$ cat src/rtl/a2d_spi_resp_if.sv
// SPI link between the slider-polling master and the A2D responder.
// SCLK idles high; SS_n is active low.
interface a2d_spi_resp_if;
  logic SS_n;
  logic SCLK;
  logic MOSI;
  logic MISO;

  modport master (
    output SS_n,
    output SCLK,
    output MOSI,
    input  MISO
  );

  modport slave (
    input  SS_n,
    input  SCLK,
    input  MOSI,
    output MISO
  );
endinterface

$ cat src/rtl/a2d_spi_resp.sv
// SPI responder emulating an 8-channel 12-bit A2D: command on MOSI, result of the
// previously commanded channel on MISO. Define A2D_CMD_CHK_EN to build the sticky cmd_err check.
module a2d_spi_resp #(
  parameter int unsigned NUM_CH   = 8,
  parameter int unsigned RES_W    = 12,
  parameter int unsigned SYNC_STG = 2
) (
  input  logic                    clk,
  input  logic                    rst_n,
  a2d_spi_resp_if.slave           spi,
  input  logic [NUM_CH*RES_W-1:0] chan_vals,
  output logic [2:0]              cur_chnnl,
  output logic                    frame_done,
  output logic                    short_frame,
  output logic                    cmd_err
);

  typedef enum logic [1:0] {StIdle, StShift, StDone} state_e;

  logic [SYNC_STG-1:0] ss_sync_q, sclk_sync_q, mosi_sync_q;
  logic                ss_prev_q, sclk_prev_q;
  logic                ss_s, sclk_s, mosi_s;
  logic                ss_rise, sclk_rise, sclk_fall;

  state_e      state_q;
  logic [15:0] tx_shft_q;
  logic [15:0] rx_shft_q;
  logic [4:0]  bit_cnt_q;
  logic [2:0]  cur_chnnl_q;
  logic        miso_q;
  logic        frame_done_q;
  logic        short_frame_q;
  logic [RES_W-1:0] ch_val;

  // Extra flop after the sync chain gives the previous level for edge detection.
  always_ff @(posedge clk or negedge rst_n) begin
    if (!rst_n) begin
      ss_sync_q   <= '1;
      sclk_sync_q <= '1;
      mosi_sync_q <= '0;
      ss_prev_q   <= 1'b1;
      sclk_prev_q <= 1'b1;
    end else begin
      ss_sync_q   <= {ss_sync_q[SYNC_STG-2:0], spi.SS_n};
      sclk_sync_q <= {sclk_sync_q[SYNC_STG-2:0], spi.SCLK};
      mosi_sync_q <= {mosi_sync_q[SYNC_STG-2:0], spi.MOSI};
      ss_prev_q   <= ss_sync_q[SYNC_STG-1];
      sclk_prev_q <= sclk_sync_q[SYNC_STG-1];
    end
  end

  assign ss_s      = ss_sync_q[SYNC_STG-1];
  assign sclk_s    = sclk_sync_q[SYNC_STG-1];
  assign mosi_s    = mosi_sync_q[SYNC_STG-1];
  assign ss_rise   = ss_s & ~ss_prev_q;
  assign sclk_rise = sclk_s & ~sclk_prev_q;
  assign sclk_fall = ~sclk_s & sclk_prev_q;

  assign ch_val = chan_vals[cur_chnnl_q*RES_W +: RES_W];

`ifdef A2D_CMD_CHK_EN
  logic cmd_err_q;
  assign cmd_err = cmd_err_q;
`else
  logic unused_rx;
  assign unused_rx = ^{rx_shft_q[15:14], rx_shft_q[10:0]};
  assign cmd_err   = 1'b0;
`endif

  logic unused_tx;
  assign unused_tx = tx_shft_q[15];

  always_ff @(posedge clk or negedge rst_n) begin
    if (!rst_n) begin
      state_q       <= StIdle;
      tx_shft_q     <= '0;
      rx_shft_q     <= '0;
      bit_cnt_q     <= '0;
      cur_chnnl_q   <= '0;
      miso_q        <= 1'b0;
      frame_done_q  <= 1'b0;
      short_frame_q <= 1'b0;
`ifdef A2D_CMD_CHK_EN
      cmd_err_q     <= 1'b0;
`endif
    end else begin
      frame_done_q  <= 1'b0;
      short_frame_q <= 1'b0;
      unique case (state_q)
        StIdle: begin
          miso_q <= 1'b0;
          // Level, not edge: a select that fell during StDone is still seen here.
          if (!ss_s) begin
            tx_shft_q <= {{(16-RES_W){1'b0}}, ch_val};
            bit_cnt_q <= '0;
            state_q   <= StShift;
          end
        end
        StShift: begin
          if (ss_rise) begin
            miso_q  <= 1'b0;
            state_q <= StDone;
          end else if (sclk_rise) begin
            rx_shft_q <= {rx_shft_q[14:0], mosi_s};
            if (bit_cnt_q != 5'd31) bit_cnt_q <= bit_cnt_q + 5'd1;
          end else if (sclk_fall && (bit_cnt_q != 5'd0)) begin
            tx_shft_q <= {tx_shft_q[14:0], 1'b0};
            miso_q    <= tx_shft_q[14];
          end
        end
        StDone: begin
          miso_q <= 1'b0;
          if (bit_cnt_q == 5'd16) begin
            cur_chnnl_q  <= rx_shft_q[13:11];
            frame_done_q <= 1'b1;
`ifdef A2D_CMD_CHK_EN
            if ((rx_shft_q[15:14] != 2'b00) || (rx_shft_q[10:0] != 11'h000)) cmd_err_q <= 1'b1;
`endif
          end else begin
            short_frame_q <= 1'b1;
          end
          state_q <= StIdle;
        end
        default: state_q <= StIdle;
      endcase
    end
  end

  assign spi.MISO    = miso_q;
  assign cur_chnnl   = cur_chnnl_q;
  assign frame_done  = frame_done_q;
  assign short_frame = short_frame_q;

endmodule

$ cat src/flat_wrapper.sv
// flat-port wrapper written by rule: the top's interface ports become plain ports
module a2d_spi_resp_flat 
#(
  parameter int unsigned NUM_CH   = 8,
  parameter int unsigned RES_W    = 12,
  parameter int unsigned SYNC_STG = 2
)
  (clk, rst_n, chan_vals, cur_chnnl, frame_done, short_frame, cmd_err, spi_SS_n, spi_SCLK, spi_MOSI, spi_MISO);
  a2d_spi_resp_if spi_i ();
  input  logic clk;
  input  logic rst_n;
  input  logic [NUM_CH*RES_W-1:0] chan_vals;
  output logic [2:0] cur_chnnl;
  output logic frame_done;
  output logic short_frame;
  output logic cmd_err;
  input wire logic [$bits(spi_i.SS_n)-1:0] spi_SS_n;
  input wire logic [$bits(spi_i.SCLK)-1:0] spi_SCLK;
  input wire logic [$bits(spi_i.MOSI)-1:0] spi_MOSI;
  output wire logic [$bits(spi_i.MISO)-1:0] spi_MISO;
  assign spi_i.SS_n = spi_SS_n;
  assign spi_i.SCLK = spi_SCLK;
  assign spi_i.MOSI = spi_MOSI;
  assign spi_MISO = spi_i.MISO;
  a2d_spi_resp #(.NUM_CH(NUM_CH), .RES_W(RES_W), .SYNC_STG(SYNC_STG)) u_core (.clk(clk), .rst_n(rst_n), .spi(spi_i), .chan_vals(chan_vals), .cur_chnnl(cur_chnnl), .frame_done(frame_done), .short_frame(short_frame), .cmd_err(cmd_err));
endmodule
$ cat config.mk
export PLATFORM = sky130hd
export DESIGN_NAME = a2d_spi_resp_flat
export DESIGN_NICKNAME = d
export VERILOG_FILES = /design/src/rtl/a2d_spi_resp_if.sv /design/src/rtl/a2d_spi_resp.sv /design/src/flat_wrapper.sv
export SDC_FILE = /design/constraint.sdc
export NUM_CORES = 1
export LEC_CHECK = 0
export BUFFER_PORTS_ARGS = -buffer_cell sky130_fd_sc_hd__buf_2
export CELL_PAD_IN_SITES_DETAIL_PLACEMENT = 1
export CELL_PAD_IN_SITES_GLOBAL_PLACEMENT = 1
export CORE_UTILIZATION = 38
export CTS_BUF_LIST = sky130_fd_sc_hd__clkbuf_2 sky130_fd_sc_hd__clkbuf_4 sky130_fd_sc_hd__clkbuf_8
export CTS_CLUSTER_SIZE = 12
export DETAILED_ROUTE_END_ITERATION = 6
export PLACE_DENSITY = 0.92
export RECOVER_POWER = 50
export SLEW_MARGIN = 20
export SYNTH_ARGS = -nofsm -noshare
export SYNTH_HDL_FRONTEND = slang
export SYNTH_SLANG_ARGS = --single-unit
$ cat constraint.sdc
create_clock -name clk -period 2.7 [get_ports clk]
set_clock_uncertainty 0.05 [all_clocks]
set_input_delay 0.135 -clock clk [delete_from_list [all_inputs] [get_ports clk]]
set_output_delay 0.135 -clock clk [all_outputs]
set_load 0.05 [all_outputs]
-- Word level (Yosys, flattened, before mapping)
Cells that the tools add are included.
- add/subtract/negate cells: 1
- multipliers: 1
- eq/ne operators: 13
- shift-type cells: 1
- muxes and demuxes: 21
- bitwise gates (word level): 7
- reduce and logical (&&, ||, !) cells: 12
- operator list (operator ; count):
    $shiftx A96 B8 Y12 ; 1
    $mux W15 ; 4
    $pmux W15 S2 ; 1
    $mux W5 ; 4
    $pmux W5 S2 ; 1
    $reduce_and A5 Y1 ; 2
    $ne A2 B1 Y1 const B ; 4
    $mux W1 ; 7
    $ne A2 B2 Y1 const B ; 3
    $reduce_and A3 Y1 ; 2
    $add A5 B1 Y5 const B ; 1
    $eq A5 B5 Y1 const B ; 1
    $mul A3 B2 Y5 const B ; 1
    $ne A5 B5 Y1 const B ; 1
    $reduce_bool A5 Y1 ; 1
    $mux W2 ; 2
    $not A1 Y1 ; 4
    $pmux W2 S2 ; 1
    $reduce_and A2 Y1 ; 2
    $reduce_bool A2 Y1 ; 2
    $and A1 B1 Y1 ; 3
    $ne A3 B1 Y1 const B ; 1
    $ne A3 B2 Y1 const B ; 1
    $eq A2 B1 Y1 const B ; 1
    other kinds (5) ; 5
- bits in registers: 50
- output and inout bits: 7
- logic and storage cells: 69

-- Logic depth before layout (Yosys ltp)
Gate-level depths: netlist of run 1.
- depth in word-level cells: 7
- gate-level depth with buffers: 7

-- Worst setup path before layout of run 1
No wires, ideal clock.
- kind: reg-to-reg
- start: reg u_core.bit_cnt_q[0]
- end: reg u_core.bit_cnt_q[3]
- arrival time: 2065 ps
- path slack: 462 ps
- cell stages (with the launch flop): 8
- buffers on the path: 0
- path through: dfrtp_1 ha_1 and3_1 ha_1 or3b_2 a211oi_2 nand4_1 mux2i_1
- longest elaborated chain between the ends: 5
- ends and longest elaborated chain (element ; RTL line ; source):
    start: declaration ; a2d_spi_resp.sv:28 ; logic [4:0] bit_cnt_q;
    start signal: assignment ; a2d_spi_resp.sv:105 ; if (bit_cnt_q != 5'd31) bit_cnt_q <= bit_cnt_q + 5'd1;
    $add A5 B1 Y5 ; a2d_spi_resp.sv:105 ;
    $mux W5 ; a2d_spi_resp.sv:105 ;
    $mux W5 ; a2d_spi_resp.sv:103 ; end else if (sclk_rise) begin
    $mux W5 ; a2d_spi_resp.sv:100 ; if (ss_rise) begin
    $pmux W5 S2 ; a2d_spi_resp.sv:89 ; unique case (state_q)
Several ways; a longest one is shown, not always the timed one. The select of a mux whose other input is x is not followed.
A chain may end at the register's enable or synchronous reset.

-- Worst setup path after layout of run 1
Ends and elaborated chain as after synthesis.

==> metrics.md, run 1 <==
| Metric | Value |
|---|---|
| Failing checks | max-capacitance violations, max-slew violations |
| Crit path capture type | register |
| CTS Buffer Depth | 2 |
| Worst Path Required | 2.89 ns |
| Area Growth Syn to Fin | 26.92% |
| Tot Pwr | 1.784 mW |
| Most frequent cells in the layout | buf_2, mux2i_1, dfrtp_1, a22oi_1 |
| Antenna Violating Nets Remaining | 0 |
| Post-synth EDFFs | 0 |
| Setup Slack @ Placement | 0.2376 ns |
| Clock transition at path regs | 0.09 ns |
| Final period util | 94.92% |
| Post-route setup TNS | 0 ns |
| Final WL | 7332 um |
| DRC | 0 |
| Area after DPL | 0.003408 mm^2 |
| Most common cell after layout, fill and taps aside | buf_2 |
| Syn Std Cell Area | 0.002789 mm^2 |
| Largest net degree at the start of global routing | 48 |
| HP Class | input pin to register |
| Final Max Tran Viols | 31 |
| Core area | 0.006944 mm^2 |
| Register bit total from synthesis | 50 |
| Syn Inst Count | 240 |
| Synthesis warning total | 0 |
| FMAX | 0.3902 GHz |
| Worst-Margin Slew | 1.608 ns |
| DP Wirelength | 5584 um |
| Final Wtd Congestion | 0.8052 |
| GRT Resource Usage Total | 19.79% |
| Layout cells sized above 1 | 42.65% |
| Antenna cells | 0 |
| Rows | 30 |
| Top_reg_cell synth | dfrtp_1 |
| Unrepaired setup endpoints after global routing | no |
| CTS tree | built |
| Ports | 108 |
| Vias | 2343 |
| Seq/Total Area, Yosys | 45.13% |
| Initial drt markers | 76 |
| Port Buffer Count | 106 |
| Sink Count | 50 |
| Worst VDD drop | 319.8 uV |
| DR pass1 iterations | 4 |
| # resized after CTS | 0 |
| Fillers | 808 |
| Die ar. | 0.007686 mm^2 |
| Post-CTS Setup Bufs | 0 |
| Clock Latency Late Sink | 0.31 ns |
| DR WL/cell | 16.55 um |
| Number of max-cap violations | 1 |
| Chip height | 87.67 um |
| Final worst slack | 0.1371 ns |
| GR Overflow Total | 0 |
| Initial antenna violation count | 0 |
| Die width | 87.67 um |
| Final setup fails | 0 |
| Data arrival, critical path | 2.75 ns |
| Final nets | 450 |
| Synth cell types | 37 |
| First-pass GRT wire length | 11660 um |
| Initial Util | 40.16% |
| CTS Buf Count | 5 |
| Final min period | 2.563 ns |
| Hold-fix buffers, CTS | 4 |
| Number of global-route vias before repair | 2531 |
| Synthesized area per cell | 11.62 um^2 |
| Asr flop ratio synth | 100.0% |
| PwrDens | 503.9 mW/mm^2 |
| Status | finished, violations left |
| Crit Path Max Fanout | 8 |
| Clk root buf | clkbuf_8 |
| Syn Nets | 344 |
| Lkg Pwr | 1.633 nW |
| WS Path Type | register to register |
| Relative slew margins | -7.179% |
| Final hold vios | 0 |
| Startpoint types | register |
| Via/cell ratio | 5.289 |
| Design area | 0.003540 mm^2 |
| CTS H-tree depth | 2 |
==> per-layer routing <==
metal	track usage [%]	wire, um	vias to the layer above
met5	0	0	-
met4	7.004	126	0
met3	3.393	482	15
met2	38.00	3829	88
met1	21.84	2893	1139
li1	-	-	1101
==> state kept, by name, indices dropped and copies added (netlist names) <==
signal,cells
u_core.rx_shft_q,14
u_core.cur_chnnl,3
u_core.spi.MISO,1
u_core.sclk_prev_q,1
u_core.ss_sync_q,2
u_core.frame_done,1
u_core.tx_shft_q,15
u_core.bit_cnt_q,5
u_core.ss_prev_q,1
u_core.short_frame,1
u_core.sclk_sync_q,2
u_core.state_q,2
u_core.mosi_sync_q,2
==> logic make-up after synthesis <==
group                    after synthesis  synth area share [%]
flip-flops                            50                 45.13
other                                  1                0.1345
AO/OA/AOI/OAI                         58                 16.87
AND/OR/NAND/NOR                       30                 6.011
adder cells (fa/ha/maj)                3                 1.346
buffers and inverters                 32                 5.159
multiplexers                          66                 25.35
==> Yosys cell counts, types with 2 or more instances <==
cell type	instances	area [um^2]
ha_1	3	37.54
a21oi_1	11	55.05
nand3_1	3	15.01
mux2_2	17	191.4
mux4_2	2	45.04
nand2_1	4	15.01
nand4_1	4	25.02
nor2_1	4	15.01
inv_1	17	63.81
o21ai_0	3	15.01
nand2b_1	4	25.02
a22o_1	3	26.28
buf_4	2	15.01
dfrtp_1	44	1101
dfstp_2	6	157.7
and3_1	2	12.51
clkbuf_1	5	18.77
o2bb2ai_1	2	17.52
nor2b_1	4	25.02
mux2i_1	47	470.5
a221oi_2	6	90.09
a22oi_1	22	165.2
buf_2	7	35.03
a221oi_1	5	43.79
==> power breakdown <==
part / internal (mW) / leakage, nW / switching, mW
logic: 0.193 / 0.969 / 0.189
registers: 0.872 / 0.616 / 0.0640
clock network: 0.211 / 0.0478 / 0.255
total: 1.28 / 1.63 / 0.508
==> critical path, cell delays in order (launching register included) <==
cell,delay [ns]
dfrtp_1,0.41
ha_1,0.23
and3_1,0.19
ha_1,0.19
or3b_2,0.48
a211oi_2,0.54
nand4_1,0.19
mux2i_1,0.20
==> layout make-up <==
type	instances	area [um^2]	area share, %
Clock buffer	6	82.58	2.333
Clock inverter	2	16.27	0.4595
Inverter	17	63.81	1.803
Multi-Input combinational cell	158	1391	39.31
Sequential cell	50	1260	35.60
Tap cell	96	120.1	3.393
Timing Repair Buffer	114	605.6	17.11
==> stage by stage <==
stage | hold slack (ns) | util [%] | std cells
after global placement | 0.1475 | 49.08 | 431
final | 0.2834 | 50.97 | 443
after CTS | 0.2881 | 51.08 | 443
after global routing | 0.3219 | 50.97 | 443
after floorplan | -0.2106 | - | 240
after detailed placement | 0.1611 | 49.08 | 431
==> worst paths after layout <==
kind | from | endpoint | slack (ns) | depth (start not counted)
worst max-delay path | u_core.bit_cnt_q[0] | u_core.bit_cnt_q[3] | 0.14 | 7
worst max register to register | u_core.bit_cnt_q[0] | u_core.bit_cnt_q[3] | 0.14 | 7
worst min-delay path | chan_vals[48] | u_core.tx_shft_q[0] | 0.28 | 4
max in group asynchronous | rst_n | u_core.ss_sync_q[0] | 0.62 | 3
min in group asynchronous | rst_n | u_core.tx_shft_q[12] | 0.72 | 2
worst min register to register | u_core.mosi_sync_q[0] | u_core.mosi_sync_q[1] | 0.30 | 0
(Power assumes the default switching activity.)
==> run 2, diff against run 1 <==
--- a/config.mk
+++ b/config.mk
@@ -10,10 +10,11 @@
 export CELL_PAD_IN_SITES_GLOBAL_PLACEMENT = 1
 export CORE_UTILIZATION = 38
 export CTS_BUF_LIST = sky130_fd_sc_hd__clkbuf_2 sky130_fd_sc_hd__clkbuf_4 sky130_fd_sc_hd__clkbuf_8
-export CTS_CLUSTER_SIZE = 12
+export CTS_CLUSTER_SIZE = 16
 export DETAILED_ROUTE_END_ITERATION = 6
 export PLACE_DENSITY = 0.92
 export RECOVER_POWER = 50
+export REMOVE_ABC_BUFFERS = 1
 export SLEW_MARGIN = 20
 export SYNTH_ARGS = -nofsm -noshare
 export SYNTH_HDL_FRONTEND = slang
==> run 2 against run 1 <==
The flow still finishes with violations (max-capacitance violations, max-slew violations). Sequential power about the same. Global-route usage up 1.5 points. Register-to-register slack improved by 0.05 ns. Largest power group unchanged.
==> metrics.md, run 2 (synthesis results as in run 1) <==
| Metric | Value |
|---|---|
| Final Wtd Congestion | 0.7548 (-6.3%) |
| HP Class | input pin to register |
| Clk network pwr share | 28.0% (+1.8 points) |
| Data arrival, critical path | 2.66 ns (-0.09 ns) |
| CTS H-tree depth | 2 (unchanged) |
| Switching portion of total power | 27.25% (-1.2 points) |
| Clk root buf | clkbuf_8 |
| Crit Reg-Reg Endpoint | u_core.bit_cnt_q[2] |
| CP dominant cell by count | ha_1 |
| Sum of buffers and inverters on the critical path | 0 (unchanged) |
| Worst VDD drop | 421.2 uV (+32%) |
| Most common cell after layout, fill and taps aside | buf_2 |
| Initial Util | 40.16% (unchanged) |
| Number of max-cap violations | 1 (unchanged) |
| Chip height | 87.67 um (unchanged) |
| Final nets | 451 (+0.22%) |
| Die ar. | 0.007686 mm^2 (unchanged) |
| DR pass1 iterations | 4 (unchanged) |
| Final Max Tran Viols | 30 (-3.2%) |
| Sink Count | 50 (unchanged) |
| Final hold vios | 0 (unchanged) |
| FMAX | 0.3984 GHz (+2.1%) |
| R2R depth | 7 (unchanged) |
| Final min period | 2.510 ns (-0.05273 ns) |
| Most frequent cells in the layout | buf_2, mux2i_1, dfrtp_1, a22oi_1 |
| CTS Buf Count | 5 (unchanged) |
| Final WL | 7538 um (+2.8%) |
| Final setup fails | 0 (unchanged) |
| Max reg flops | 15 (unchanged) |
| Hold path endpoint | u_core.tx_shft_q[2] |
| Internal reg-to-reg setup slack | 0.19 ns (+0.05 ns) |
| Hold WS | 0.3093 ns (+0.02590 ns) |
| Worst-Margin Slew | 1.544 ns (-0.06406 ns) |
| DP Wirelength | 5708 um (+2.2%) |
| Reg-to-Reg Start | u_core.bit_cnt_q[0] |
| Post-route setup TNS | 0 ns (unchanged) |
| Sequential share of power | 51.0% (-1.5 points) |
| DR WL/cell | 16.98 um (+2.6%) |
| Lkg Pwr | 1.645 nW (+0.72%) |
| Area Growth Syn to Fin | 27.59% |
| Number of global-route vias before repair | 2637 (+4.2%) |
| Slowest CP cell | or3b_2 |
| Slowest Stage Delay on Critical Path | 0.48 ns (-0.06 ns) |
| Failing checks | max-capacitance violations, max-slew violations |
| CTS Buffer Depth | 2 (unchanged) |
| Crit path capture type | register |
| Clock transition at path regs | 0.09 ns (about the same) |
| Largest net degree at the start of global routing | 30 (-38%) |
| Vias | 2389 (+2.0%) |
| Core area | 0.006944 mm^2 (unchanged) |
| Die width | 87.67 um (unchanged) |
| Unrepaired setup endpoints after global routing | no |
| GRT Resource Usage Total | 21.29% (+1.5 points) |
| DRC | 0 (unchanged) |
| Clock Latency Late Sink | 0.31 ns (about the same) |
| Fillers | 815 (+0.87%) |
| CP Depth | 7 (unchanged) |
| Via/cell ratio | 5.381 (+1.7%) |
| Rows | 30 (unchanged) |
| WS Path Type | register to register |
| CTS tree | built |
| First-pass GRT wire length | 12430 um (+6.6%) |
| Startpoint types | register |
| Biggest regs | u_core.tx_shft_q: 15 flops, u_core.rx_shft_q: 14 flops, u_core.bit_cnt_q: 5 flops |
| Area after DPL | 0.003416 mm^2 (+0.22%) |
| P_sw | 0.5014 mW (-1.3%) |
| Post-CTS Setup Bufs | 0 (unchanged) |
| Ports | 108 (unchanged) |
| Final core utilization | 51.24% (+0.27 points) |
| Status | finished, violations left |
| PwrDens | 517.1 mW/mm^2 (+2.6%) |
| Logic pwr share | 21.0% (-0.4 points) |
| Worst Path Required | 2.85 ns (-0.04 ns) |
| Final period util | 92.97% (-2.0 points) |
| Port Buffer Count | 106 (unchanged) |
| Antenna Violating Nets Remaining | 0 (unchanged) |
| Hold path depth | 5 (+1) |
| Layout cells sized above 1 | 42.65% (unchanged) |
| Relative slew margins | -2.909% (+4.3 points) |
| Final worst slack | 0.1899 ns (+0.05273 ns) |
| CP Cell Sequence | ha_1 -> and3_1 -> ha_1 -> or3b_2 -> a211oi_2 -> o21ai_0 -> o2bb2ai_1 |
| Design area | 0.003558 mm^2 (+0.53%) |
| Setup Slack @ Placement | 0.2514 ns (+0.01381 ns) |
| Crit Path Max Fanout | 8 (unchanged) |
| CP top delay family | compound AO/OA/AOI/OAI gates |
| Initial antenna violation count | 1 (+1) |
| Biggest register | u_core.tx_shft_q |
| GR Overflow Total | 0 (unchanged) |
| Min-delay src | chan_vals[50] |
| Int Power | 1.339 mW (+5.0%) |
| Initial drt markers | 67 (-12%) |
run 2: cell types whose count changed in the layout (fill, tap and decap cells not counted):
cell / before / now
buf_4: 2 / 3
clkinvlp_4: 1 / 0
clkbuf_8: 6 / 5
inv_6: 1 / 0
clkinv_4: 0 / 1
bufinv_16: 0 / 1
diode_2: 0 / 1
run 2: metrics by stage:
stage	instances	power, mW
detailed placement	432	1.331
CTS	443	1.861
global placement	432	1.296
global route	444	1.929
floorplan	225	1.166
finish	444	1.840
run 2: area by class of cell:
cell class                      instances  area, um^2  area share [%]
Tap cell                               96       120.1           3.376
Timing Repair Buffer                  115       613.1           17.23
Sequential cell                        50        1260           35.41
Clock buffer                            5       68.82           1.934
Inverter                               17       63.81           1.793
Clock inverter                          2       38.79           1.090
Multi-Input combinational cell        158        1391           39.10
Antenna cell                            1       2.502         0.07032
run 2: layer usage:
metal | wire length, um | GRT usage (%) | vias up | part of all wire (%)
li1 | - | - | 1111 | -
met1 | 3091 | 24.64 | 1182 | 41
met2 | 3867 | 37.93 | 72 | 51
met3 | 334 | 3.582 | 24 | 4.4
met4 | 244 | 11.03 | 0 | 3.2
met5 | 0 | 0 | - | 0
run 2: worst max-delay path by stage:
stage	start	end	slack, ns
global placement	u_core.bit_cnt_q[0]	u_core.bit_cnt_q[3]	0.34
floorplan	u_core.cur_chnnl[0]	u_core.tx_shft_q[11]	-0.09
finish	u_core.bit_cnt_q[0]	u_core.bit_cnt_q[2]	0.19
CTS	u_core.bit_cnt_q[0]	u_core.bit_cnt_q[2]	0.20
global route	u_core.bit_cnt_q[0]	u_core.bit_cnt_q[2]	0.06
detailed placement	u_core.bit_cnt_q[0]	u_core.bit_cnt_q[2]	0.25
run 2: repair_timing:
item / 4_1_cts / 5_1_grt
hold buffers: 4 / 0
gates resized for setup: 0 / 0
hold endpoints to repair: 28 / 0
run 2: worst register-to-register path, stage by stage, from the launching register on:
cell and delay, ns:
dfrtp_1 0.41, ha_1 0.24, and3_1 0.19, ha_1 0.19, or3b_2 0.48, a211oi_2 0.48, o21ai_0 0.20, o2bb2ai_1 0.16
run 2: power groups by stage:
stage / logic (mW) / registers [mW] / clock network (mW)
final: 0.386 / 0.939 / 0.516
after global routing: 0.427 / 0.952 / 0.550
after detailed placement: 0.380 / 0.951 / 0
after floorplan: 0.236 / 0.930 / 0
after CTS: 0.391 / 0.939 / 0.531
after global placement: 0.356 / 0.940 / 0
==> run 3, diff against run 2 <==
==> constraint.sdc (replaced) <==
create_clock -name clk -period 2.4 [get_ports clk]
set_clock_uncertainty 0.05 [all_clocks]
set_input_delay 0.12 -clock clk [delete_from_list [all_inputs] [get_ports clk]]
set_output_delay 0.12 -clock clk [all_outputs]
set_load 0.05 [all_outputs]
==> run 3 against run 2 <==
Largest cell class unchanged. Global-route usage grew 0.22 points. Register-to-register slack lost 0.06 ns. Critical path depth up 1. Critical endpoint is now u_core.bit_cnt_q[3]. Non-clock buffer count rose by 2. Largest power group unchanged. Hold slack lost 0.030 ns. Clock power grew 3%. Total power rose by 10%. The flow now finishes without violations. Combinational power increased by 14%. Wire length rose by 3.6%. Critical path type unchanged. First-iteration DRC count rose by 150%. Sequential power grew 13%.
==> metrics.md, run 3 (synthesis results as in run 1) <==
| Metric | Value |
|---|---|
| Final Wtd Congestion | 0.8039 (+6.5%) |
| Most common cell after layout, fill and taps aside | buf_2 |
| R2R depth | 8 (+1) |
| CTS Buffer Depth | 2 (unchanged) |
| Internal reg-to-reg setup slack | 0.13 ns (-0.06 ns) |
| HP Class | input pin to register |
| Initial antenna violation count | 0 (-1) |
| Initial drt markers | 165 (+150%) |
| Via/cell ratio | 5.413 (+0.59%) |
| Area Growth Syn to Fin | 28.08% |
| Final nets | 453 (+0.44%) |
| Startpoint types | register |
| PwrDens | 568.2 mW/mm^2 (+9.9%) |
| Final hold vios | 0 (unchanged) |
| Ports | 108 (unchanged) |
| Max reg flops | 15 (unchanged) |
| Lkg Pwr | 1.661 nW (+1.0%) |
| FMAX | 0.4397 GHz (+10%) |
| Worst Path Required | 2.55 ns (-0.30 ns) |
| Sink Count | 50 (unchanged) |
| Final WL | 7807 um (+3.6%) |
| Final worst slack | 0.1256 ns (-0.06431 ns) |
| Number of max-cap violations | 0 (-1) |
| Biggest register | u_core.tx_shft_q |
| DR WL/cell | 17.50 um (+3.1%) |
| Data arrival, critical path | 2.42 ns (-0.24 ns) |
| DP Wirelength | 5778 um (+1.2%) |
| Antenna cells | 0 (-1) |
| Fillers | 795 (-2.5%) |
| Area after DPL | 0.003423 mm^2 (+0.22%) |
| Clock Latency Late Sink | 0.31 ns (about the same) |
| Largest net degree at the start of global routing | 51 (+70%) |
| Hold path depth | 5 (unchanged) |
| Port Buffer Count | 106 (unchanged) |
| Setup Slack @ Placement | 0.07656 ns (-0.1748 ns) |
| Biggest regs | u_core.tx_shft_q: 15 flops, u_core.rx_shft_q: 14 flops, u_core.bit_cnt_q: 5 flops |
| Min-delay src | chan_vals[53] |
| DR pass1 iterations | 4 (unchanged) |
| Final min period | 2.274 ns (-0.2357 ns) |
| Layout cells sized above 1 | 44.57% (+1.9 points) |
| CTS Buf Count | 5 (unchanged) |
| Number of global-route vias before repair | 2644 (+0.27%) |
| Antenna Violating Nets Remaining | 0 (unchanged) |
| Die width | 87.67 um (unchanged) |
| Worst VDD drop | 448.5 uV (+6.5%) |
| Die ar. | 0.007686 mm^2 (unchanged) |
| Status | finished, final reports clean |
| Crit Reg-Reg Endpoint | u_core.bit_cnt_q[3] |
| Most frequent cells in the layout | buf_2, mux2i_1, dfrtp_1, a22oi_1 |
| Final Max Tran Viols | 0 (-100%) |
| Crit path capture type | register |
| Clock transition at path regs | 0.10 ns (about the same) |
| GR Overflow Total | 0 (unchanged) |
| Final period util | 94.77% (+1.8 points) |
| Hold path endpoint | u_core.tx_shft_q[5] |
| WS Path Type | register to register |
| Final setup fails | 0 (unchanged) |
| Clk root buf | clkbuf_8 |
| Relative slew margins | 20.20% (+23 points) |
| Chip height | 87.67 um (unchanged) |
| Initial Util | 40.16% (unchanged) |
| Worst-Margin Slew | 1.197 ns (-0.3466 ns) |
| First-pass GRT wire length | 12550 um (+1.0%) |
| Vias | 2414 (+1.0%) |
| Critical path origin | u_core.bit_cnt_q[0] |
| DRC | 0 (unchanged) |
| CTS H-tree depth | 2 (unchanged) |
| Design area | 0.003572 mm^2 (+0.39%) |
| CTS tree | built |
| GRT Resource Usage Total | 21.51% (+0.22 points) |
| Reg-to-Reg Start | u_core.bit_cnt_q[0] |
| Core area | 0.006944 mm^2 (unchanged) |
| Crit Path Max Fanout | 7 (-1) |
| Rows | 30 (unchanged) |
| Final core utilization | 51.44% (+0.20 points) |
## run 3: changes by cell type in the layout (fill, tap and decap cells not counted)
cell,delta
buf_2,+3
buf_4,+3
bufinv_16,-1
clkbuf_1,-4
clkbuf_8,+1
clkinv_4,-1
clkinvlp_4,+1
diode_2,-1
ha_1,-1
ha_2,+1
inv_6,+1
## run 3: layout make-up
class | instances | area, um^2 | area share, %
clock buffer | 6 | 82.58 | 2.312
clock inverter | 2 | 16.27 | 0.4553
timing repair buffer | 117 | 635.6 | 17.79
multi-input combinational | 158 | 1394 | 39.02
sequential | 50 | 1260 | 35.27
inverter | 17 | 63.81 | 1.786
tap | 96 | 120.1 | 3.363
## run 3: critical path: stages, from the launching register on
cell	delay [ns]
dfrtp_1	0.42
ha_2	0.21
and3_1	0.19
ha_1	0.20
or3b_2	0.48
a211oi_2	0.19
buf_4	0.17
nand4_1	0.12
mux2i_1	0.13
## run 3: routing by layer
layer  track usage, %  vias up  share of wire, %
met1            23.36     1206                39
met2            40.20       79                54
met4            8.942        0               2.5
met5                0        -                 0
li1                 -     1108                 -
met3            4.901       21               4.4
## run 3: power by group
group          switching, mW  internal, mW
sequential            0.0779         0.981
clock                  0.293         0.238
combinational          0.216         0.224
total                  0.587          1.44
## run 3: worst max-delay path by stage
stage	endpoint
floorplan	u_core.tx_shft_q[11]
global placement	u_core.bit_cnt_q[3]
detailed placement	u_core.bit_cnt_q[3]
CTS	u_core.bit_cnt_q[3]
global route	u_core.bit_cnt_q[3]
finish	u_core.bit_cnt_q[3]
## run 3: metrics by stage
step | setup TNS [ns] | instances | hold slack [ns] | power [mW]
CTS | 0 | 445 | 0.2781 | 2.051
global placement | 0 | 433 | 0.1750 | 1.460
detailed placement | 0 | 433 | 0.1806 | 1.500
global route | -0.0007199 | 446 | 0.3105 | 2.142
finish | 0 | 446 | 0.2792 | 2.030
floorplan | -4.338 | 225 | -0.2256 | 1.311
## run 3: timing repair
action	in CTS	in global routing
endpoints found under the setup margin	0	2
gates resized for setup	0	1
endpoints found under the hold margin	47	0
buffers inserted	0	1
hold buffers	4	0
